**config.mk**
```make
export PLATFORM = sky130hd
export DESIGN_NAME = apb_fifo_ctrl
export DESIGN_NICKNAME = d
export VERILOG_FILES = /design/src/rtl/i2s_pkg.sv /design/src/rtl/wait_timer.sv /design/src/rtl/apb_fifo_ctrl.sv
export SDC_FILE = /design/constraint.sdc
export NUM_CORES = 1
export LEC_CHECK = 0
export CAP_MARGIN = 30
export CORE_UTILIZATION = 45
export DETAILED_ROUTE_END_ITERATION = 6
export PLACE_DENSITY = 0.8
export SLEW_MARGIN = 20
export SYNTH_ARGS = -nofsm -noshare
export SYNTH_HDL_FRONTEND = slang
export SYNTH_SLANG_ARGS = --single-unit
```
**constraint.sdc**
```tcl
create_clock -name pclk -period 2.5 [get_ports pclk]
set_input_delay 0.5 -clock pclk [delete_from_list [all_inputs] [get_ports pclk]]
set_output_delay 0.5 -clock pclk [all_outputs]
set_load 0.02 [all_outputs]
```
**src/rtl/i2s_pkg.sv**
```systemverilog
`default_nettype none
// ---------------------------------------------------------------------------
// i2s_pkg: shared state encoding and register map for the I2S APB front end.
// Rev 1.0
// ---------------------------------------------------------------------------
package i2s_pkg;

  typedef enum logic [2:0] {
    IDLE    = 3'd0,
    TX_PUSH = 3'd1,
    RX_POP  = 3'd2,
    RX_CAPT = 3'd3,
    DONE    = 3'd4
  } apb_state_t;

  localparam logic [31:0] ADDR_CTRL = 32'h0000_0000;
  localparam logic [31:0] ADDR_TX   = 32'h0000_0004;
  localparam logic [31:0] ADDR_RX   = 32'h0000_0008;

endpackage
`default_nettype wire

```
**src/rtl/wait_timer.sv**
```systemverilog
`default_nettype none
// ---------------------------------------------------------------------------
// wait_timer: saturating wait-state counter; expired once WAIT_MAX is reached.
// Rev 1.0
// ---------------------------------------------------------------------------
module wait_timer #(
  parameter int WAIT_MAX = 16
) (
  input  logic pclk,
  input  logic preset,
  input  logic clr_i,
  input  logic en_i,
  output logic expired_o
);

  localparam int CNT_W = (WAIT_MAX < 1) ? 1 : $clog2(WAIT_MAX + 1);
  localparam logic [CNT_W-1:0] CNT_SAT = CNT_W'(WAIT_MAX);

  logic [CNT_W-1:0] cnt_q, cnt_d;

  always_comb begin
    cnt_d = cnt_q;
    if (clr_i) begin
      cnt_d = '0;
    end else if (en_i && (cnt_q != CNT_SAT)) begin
      cnt_d = cnt_q + CNT_W'(1);
    end
  end

  always_ff @(posedge pclk or negedge preset) begin
    if (!preset) begin
      cnt_q <= '0;
    end else begin
      cnt_q <= cnt_d;
    end
  end

  // WAIT_MAX of zero disables the timeout altogether.
  assign expired_o = (WAIT_MAX != 0) && (cnt_q == CNT_SAT);

endmodule
`default_nettype wire

```
**src/rtl/apb_fifo_ctrl.sv**
```systemverilog
`default_nettype none
// ---------------------------------------------------------------------------
// apb_fifo_ctrl: APB3 slave sequencing CTRL/TX/RX accesses onto the I2S FIFOs.
// Rev 1.0
// ---------------------------------------------------------------------------
module apb_fifo_ctrl
  import i2s_pkg::*;
#(
  parameter int WAIT_MAX = 16
) (
  input  logic        pclk,
  input  logic        preset,
  input  logic        psel,
  input  logic        penable,
  input  logic        pwrite,
  input  logic [31:0] paddr,
  input  logic [31:0] pwdata,
  output logic [31:0] prdata,
  output logic        pready,
  output logic        pslverr,
  input  logic [3:0]  flags,
  output logic [31:0] controls,
  output logic [31:0] Tx_data,
  output logic        Tx_wen,
  input  logic        Tx_full,
  input  logic [31:0] Rx_data,
  output logic        Rx_ren,
  input  logic        Rx_empty
);

  apb_state_t  state_q, state_d;
  logic [31:0] wdata_q, wdata_d;
  logic [31:0] controls_q, controls_d;
  logic [31:0] prdata_q, prdata_d;
  logic [31:0] txhold_q, txhold_d;
  logic        err_q, err_d;
  logic        pready_q;
  logic        tx_wen, rx_ren;
  logic        tmr_clr, tmr_en, tmr_expired;

  wait_timer #(
    .WAIT_MAX (WAIT_MAX)
  ) u_wait_timer (
    .pclk      (pclk),
    .preset    (preset),
    .clr_i     (tmr_clr),
    .en_i      (tmr_en),
    .expired_o (tmr_expired)
  );

  always_comb begin
    state_d    = state_q;
    wdata_d    = wdata_q;
    controls_d = controls_q;
    prdata_d   = prdata_q;
    err_d      = err_q;
    tx_wen     = 1'b0;
    rx_ren     = 1'b0;
    tmr_clr    = 1'b0;
    tmr_en     = 1'b0;

    // A dropped psel aborts any transfer in flight before a strobe can fire.
    if ((state_q != IDLE) && !psel) begin
      state_d = IDLE;
      err_d   = 1'b0;
    end else begin
      case (state_q)
        IDLE: begin
          if (psel && !penable) begin
            wdata_d = pwdata;
            tmr_clr = 1'b1;
            err_d   = 1'b0;
            if (paddr == ADDR_CTRL) begin
              state_d = DONE;
              if (pwrite) controls_d = pwdata;
              else        prdata_d   = {flags, controls_q[27:0]};
            end else if ((paddr == ADDR_TX) && pwrite) begin
              state_d = TX_PUSH;
            end else if ((paddr == ADDR_RX) && !pwrite) begin
              state_d = RX_POP;
            end else begin
              err_d   = 1'b1;
              state_d = DONE;
            end
          end
        end
        TX_PUSH: begin
          if (!Tx_full) begin
            tx_wen  = 1'b1;
            state_d = DONE;
          end else if (tmr_expired) begin
            err_d   = 1'b1;
            state_d = DONE;
          end else begin
            tmr_en = 1'b1;
          end
        end
        RX_POP: begin
          if (!Rx_empty) begin
            rx_ren  = 1'b1;
            state_d = RX_CAPT;
          end else if (tmr_expired) begin
            err_d   = 1'b1;
            state_d = DONE;
          end else begin
            tmr_en = 1'b1;
          end
        end
        RX_CAPT: begin
          prdata_d = Rx_data;
          state_d  = DONE;
        end
        DONE: begin
          if (penable) begin
            state_d = IDLE;
            err_d   = 1'b0;
          end
        end
        default: begin
          state_d = IDLE;
          err_d   = 1'b0;
        end
      endcase
    end
  end

  // Tx_data shows the pending word only while strobing, else the last pushed word.
  always_comb begin
    txhold_d = txhold_q;
    if (tx_wen) txhold_d = wdata_q;
  end

  always_ff @(posedge pclk or negedge preset) begin
    if (!preset) begin
      state_q    <= IDLE;
      wdata_q    <= '0;
      controls_q <= '0;
      prdata_q   <= '0;
      txhold_q   <= '0;
      err_q      <= 1'b0;
      pready_q   <= 1'b0;
    end else begin
      state_q    <= state_d;
      wdata_q    <= wdata_d;
      controls_q <= controls_d;
      prdata_q   <= prdata_d;
      txhold_q   <= txhold_d;
      err_q      <= err_d;
      pready_q   <= (state_d == DONE);
    end
  end

  assign prdata   = prdata_q;
  assign pready   = pready_q;
  assign pslverr  = err_q;
  assign controls = controls_q;
  assign Tx_data  = tx_wen ? wdata_q : txhold_q;
  assign Tx_wen   = tx_wen;
  assign Rx_ren   = rx_ren;

endmodule
`default_nettype wire
```
# Word level (Yosys, flattened, before mapping)
# Index checks and enable logic that the tools add are counted.
dict set report word_totals {
  ff_bits 138
  inputBits 107
  out_inout_bits 100
  word_cells 85
}
dict set report op_classes {
  n_addsub 1
  n_eq_ne 17
  muxes 41
  n_bitwise 1
  reduce_logical 17
}
# op count
set op_table {}
lappend op_table {{$mux W32} 4}
lappend op_table {{$pmux W32 S2} 1}
lappend op_table {{$eq A32 B3 Y1 const B} 1}
lappend op_table {{$eq A32 B4 Y1 const B} 1}
lappend op_table {{$logic_not A32 Y1} 1}
lappend op_table {{$mux W3} 9}
lappend op_table {{$mux W1} 22}
lappend op_table {{$pmux W3 S5} 1}
lappend op_table {{$reduce_and A5 Y1} 3}
lappend op_table {{$ne A3 B3 Y1 const B} 4}
lappend op_table {{$mux W5} 2}
lappend op_table {{$ne A2 B2 Y1 const B} 4}
lappend op_table {{$eq A3 B2 Y1 const B} 2}
lappend op_table {{$eq A3 B3 Y1 const B} 2}
lappend op_table {{$add A5 B1 Y5 const B} 1}
lappend op_table {{$eq A5 B5 Y1 const B} 1}
lappend op_table {{$logic_and A1 B1 Y1} 5}
lappend op_table {{$ne A5 B5 Y1 const B} 1}
lappend op_table {{$pmux W1 S5} 1}
lappend op_table {{$reduce_bool A2 Y1} 2}
lappend op_table {{$eq A3 B1 Y1 const B} 1}
lappend op_table {{$logic_not A1 Y1} 3}
lappend op_table {{$logic_not A3 Y1} 1}
lappend op_table {{$reduce_and A3 Y1} 1}
lappend op_table {{other kinds (3)} 3}

# Depth between registers and ports, before layout
# Gate-level depths: netlist (run 1).
dict set report logic_depth {
  depth_word 9
  ltp_mapped 7
  depth_no_buf 7
}

# Cells and area by module
# A second synthesis (run 1) with hierarchy kept.
dict set report hier_totals {
  hier_cells 470
  hier_area_um2 5911.9
}
# mod n_inst cells_each area_each_um2 seq_area_each_um2
set by_module_without_submodules {}
lappend by_module_without_submodules {apb_fifo_ctrl 1 443 5631.7 3328.2}
lappend by_module_without_submodules {wait_timer 1 27 280.3 125.1}

# Least setup slack after synthesis (run 1)
# No wires, ideal clock.
dict set report synth_path {
  kind {register -> output}
  startpoint {reg state_q[2]}
  endpoint {out Tx_data[16]}
  arrival_time_ns 1.950
  t_required_ns 2.000
  setup_slack_ns 0.050
  path_stages_with_launch 5
  path_buffers 1
  path_cell_list {dfrtp_1 -> nand2b_4 -> nor4b_2 -> clkbuf_1 -> mux2_2}
}
dict set report synth_between {
  elab_chain_cells 4
  word_cells_on_any_way 6
  cone_classes {eq/ne (1); mux (3); reduce/logical (2)}
}
# element line
set synth_rtl {}
lappend synth_rtl {{start: declaration} apb_fifo_ctrl.sv:31} ;# apb_state_t state_q, state_d;
lappend synth_rtl {{start signal: assignment} apb_fifo_ctrl.sv:143} ;# state_q <= state_d;
lappend synth_rtl {{$eq A3 B1 Y1 or $reduce_bool A3 Y1 (tied branches)} {apb_fifo_ctrl.sv:67, apb_fifo_ctrl.sv:63}}
lappend synth_rtl {{$mux W1 or $logic_and A1 B1 Y1 (tied branches)} {apb_fifo_ctrl.sv:67, apb_fifo_ctrl.sv:63}}
lappend synth_rtl {{$mux W1 *} apb_fifo_ctrl.sv:63} ;# if ((state_q != IDLE) && !psel) begin
lappend synth_rtl {{net Tx_wen} apb_fifo_ctrl.sv:24} ;# output logic Tx_wen,
lappend synth_rtl {{$mux W32 *} n/a}
lappend synth_rtl {{end: declaration} apb_fifo_ctrl.sv:23} ;# output logic [31:0] Tx_data,
# The timed path passes the listed nets; every way through them passes the cells marked *.

# Final worst setup path (run 1)
dict set report layout_path {
  startpoint {reg state_q[2]}
  endpoint {out Tx_data[9]}
}
dict set report layout_between {
  elab_chain_cells 4
  word_cells_on_any_way 6
  cone_classes {eq/ne (1); mux (3); reduce/logical (2)}
}
# element line
set layout_rtl {}
lappend layout_rtl {{$eq A3 B1 Y1 or $reduce_bool A3 Y1 (tied branches)} {apb_fifo_ctrl.sv:67, apb_fifo_ctrl.sv:63}}
lappend layout_rtl {{$mux W1 or $logic_and A1 B1 Y1 (tied branches)} {apb_fifo_ctrl.sv:67, apb_fifo_ctrl.sv:63}}
lappend layout_rtl {{$mux W1 *} apb_fifo_ctrl.sv:63}
lappend layout_rtl {{$mux W32 *} n/a}
# Every way passes the cells marked *; elsewhere a longest branch is shown, timed or not.

==> metrics.yaml, run 1 <==
timing.rr.end: "prdata[22]"
port_buffers: 206
met2_length_um: 8490
wl_per_cell_um: 18.9
finalSetupViolations: 36
dpl.hpwl_um: 10800
worstPathMaxFanout: 6
htreeDepth: 4
synth_cells: 459
clk_pin_slew_ns: 0.05
drc: 0
diodes: 0
grt_use_total_pct: 24.8
endpoint: "Tx_data[9]"
grt_pass1_wl_um: 24800
rows: 41
fin_skew_ns: 0.00713
crit_chain: "nand2b_4 > nor4b_4 > buf_6 > clkbuf_16 > mux2_4 > buf_6"
pin_count: 207
yosysTopAreaCell: "dfrtp_1"
grt_max_degree: 69
crit_arrival_ns: 2.06
synth_top_area_share_pct: 59.0
p_per_area_mw_per_mm2: 636
power.leakage_nw: 4.39
fin_crit_sh_pct: 102
relSlewSlack_pct: 62.7
violations: "negative setup slack"
ys_seq_area_share_pct: 59.0
outcome: "finished with violations"
rsz0062_at_grt: "yes"
cts.sinks: 138
avgSynthCellArea_um2: 12.8
seqCellArea_mm2: 0.00345
core_mm2: 0.0127
grt_overflow: 0
synthTopCellsByArea: "dfrtp_1, mux2_2, nand2_1, mux2_1, nor4_1"
timing.rr.start: "state_q[2]"
finalHoldViolations: 0
clock_path_buffers: 2
max_freq_mhz: 390
highest_layer: "met4"
start_kind: "register"
yosys_register_bits: 138
vias_per_cell: 5.13
yosys.cell_types.count: 36
drtPass1Iterations: 4
tns_ns: -1.07
drv_cap: 0
yosysMostFrequentCell: "dfrtp_1"
dieWidth_um: 116
async_reset_ff_share_pct: 100
dr_wl_met3_um: 1210
dieArea_mm2: 0.0135
grt_pass1_vias: 4868
place_congestion: 0.782
multiInputGateArea_mm2: 0.00243
path_common_cell: "buf_6"
cts_tree: "built"
layout_setup_ws_ns: -0.0610
die_height_um: 116
synth_flop_cell: "dfrtp_1"
crit_path_top_delay_cell: "dfrtp_1"
antenna_left: 0
fin_nets: 810
ir_worst_vdd_v: 0.000503
layout_min_cycle_time_ns: 2.56
syn_area_mm2: 0.00586
worst_pin_slew_ns: 0.555
synth-edff-count: 0
cts-root-buf: "clkbuf_16"
vias: 4542
hold_path.class: "register to register"
worstHoldStart: "wdata_q[20]"
rr_worst_depth: 8
clk_latency_ns: 0.42
preCtsSetupSlack_ns: -0.586
synthTopCellsByCount: "dfrtp_1, mux2_2, nand2_1"
drive_gt1_share_pct: 31.3
yosysWarnings: 0
startpoint: "state_q[2]"
worstSetupEndpointType: "output pin"
wl_um: 16700
slowest_delay_ns: 0.38
rrSetupSlack_ns: -0.02
cts_buffers: 17
wl_met1_um: 6710
syn2layout_area_growth_pct: 58.7
drt-initial-drc-count: 217
antenna_found_initial: 0
floorplan.initialDensity_pct: 46.2
fillers: 821
cp.required_ns: 2.00
synth_fp_nets: 568
slew_viol_final: 0
path_class: "register to output pin"
## cell type report
type / instances / share of cell area (%)
Clock buffer: 20 / 4.91
Inverter: 6 / 0.242
Timing Repair Buffer: 244 / 27.7
Tap cell: 172 / 2.32
Sequential cell: 138 / 37.2
Multi-Input combinational cell: 294 / 26.1
Clock inverter: 11 / 1.58
## state kept, by name, indices dropped and copies added, names as in the netlist
register	cells
prdata	32
state_q	3
pslverr	1
pready	1
wdata_q	32
u_wait_timer.cnt_q	5
txhold_q	32
controls	32
## through the flow
step	area, µm²	std cells	total power, W	hold slack, ns	utilization (%)
after CTS	8810	875	0.00588	0.480	69.5
after detailed placement	8270	840	0.00333	0.448	65.3
after floorplan	5860	459	0.00286	0.204	-
after global placement	8270	840	0.00330	0.441	65.3
final	9290	885	0.00591	0.482	73.3
after global routing	9290	885	0.00613	0.501	73.3
## layer usage
| layer | vias up | track usage [%] |
|---|---|---|
| met5 | - | 0 |
| met4 | 0 | 8.97 |
| met3 | 28 | 7.95 |
| met2 | 183 | 42.4 |
| met1 | 2253 | 29.4 |
| li1 | 2078 | - |
## cells by family (layout without fill, tap and decap cells)
| group | after synthesis | count (layout) | share of synthesized area (%) |
|---|---|---|---|
| flip-flops | 138 | 138 | 59.0 |
| XOR/XNOR | 2 | 2 | 0.299 |
| multiplexers | 129 | 129 | 24.8 |
| AO/OA/AOI/OAI | 19 | 19 | 2.18 |
| buffers and inverters | 27 | 281 | 2.22 |
| AND/OR/NAND/NOR | 142 | 142 | 11.1 |
| adder cells (fa/ha/maj) | 2 | 2 | 0.427 |
## cell usage in the layout, fill, tap and decap left out, types with 2 or more instances in the layout
| cell | Yosys | final |
|---|---|---|
| inv_1 | 6 | 6 |
| dlygate4sd2_1 | 0 | 2 |
| buf_4 | 0 | 22 |
| clkinvlp_4 | 0 | 2 |
| mux2_2 | 115 | 83 |
| mux2_4 | 0 | 32 |
| nor4_1 | 8 | 7 |
| or4_1 | 2 | 2 |
| nand2_1 | 101 | 101 |
| bufinv_16 | 0 | 3 |
| a31oi_1 | 2 | 2 |
| dlymetal6s2s_1 | 0 | 2 |
| clkdlybuf4s50_1 | 0 | 169 |
| nand2b_1 | 4 | 4 |
| mux2_1 | 13 | 13 |
| clkinv_4 | 0 | 3 |
| ha_1 | 2 | 2 |
| clkbuf_8 | 0 | 2 |
| buf_6 | 3 | 37 |
| nor3_1 | 2 | 2 |
| o21ai_0 | 6 | 6 |
| nand4_1 | 4 | 4 |
| nor2_1 | 6 | 6 |
| buf_12 | 0 | 4 |
| a21oi_1 | 5 | 5 |
| dfrtp_1 | 138 | 138 |
| nand3_1 | 3 | 2 |
| clkinv_2 | 0 | 3 |
| nand3b_1 | 4 | 4 |
| clkbuf_16 | 0 | 22 |
## critical path, delay by kind of cell, from the launching register on
kind	cells	cell delay (ns)
buffers and inverters	3	0.50
flip-flops	1	0.38
multiplexers	1	0.32
AND/OR/NAND/NOR	2	0.43
## how the worst min path moves through the flow
stage	slack, ns	cells after the start	endpoint
final	0.48	2	wdata_q[20]
after global routing	0.50	2	wdata_q[9]
after CTS	0.48	2	wdata_q[9]
after detailed placement	0.45	1	prdata[27]
after global placement	0.44	1	prdata[27]
after floorplan	0.20	0	controls[0]
## repair_timing
| item | in CTS | in global routing |
|---|---|---|
| gates resized for setup | 143 | 94 |
| hold buffers | 1 | 0 |
| cloned | 1 | 5 |
| pin swaps | 1 | 2 |
| hold endpoints to repair | 12 | 0 |
| setup endpoints to repair | 98 | 84 |
| setup buffers | 2 | 6 |
## power by group
group	total [W]	internal (W)	switching, W	leakage (nW)
Sequential	0.00258	0.00245	0.000134	1.84
Combinational	0.000773	0.000415	0.000358	2.26
Clock	0.00256	0.00161	0.000943	0.292
No activity file was read; power rests on OpenSTA's default activity.
==> run 2, diff against run 1 <==
--- a/config.mk
+++ b/config.mk
@@ -7,6 +7,8 @@
 export LEC_CHECK = 0
 export CAP_MARGIN = 30
 export CORE_UTILIZATION = 45
+export CTS_CLUSTER_DIAMETER = 100
+export CTS_CLUSTER_SIZE = 12
 export DETAILED_ROUTE_END_ITERATION = 6
 export PLACE_DENSITY = 0.8
 export SLEW_MARGIN = 20
==> results of run 2 <==
Final layout, timing and power as in run 1 (identical DEF).
==> run 3, diff against run 2 <==
--- a/config.mk
+++ b/config.mk
@@ -10,6 +10,7 @@
 export CTS_CLUSTER_DIAMETER = 100
 export CTS_CLUSTER_SIZE = 12
 export DETAILED_ROUTE_END_ITERATION = 6
+export GPL_ROUTABILITY_DRIVEN = 0
 export PLACE_DENSITY = 0.8
 export SLEW_MARGIN = 20
 export SYNTH_ARGS = -nofsm -noshare
==> results of run 3 <==
Final layout, timing and power as in run 1 (identical DEF).
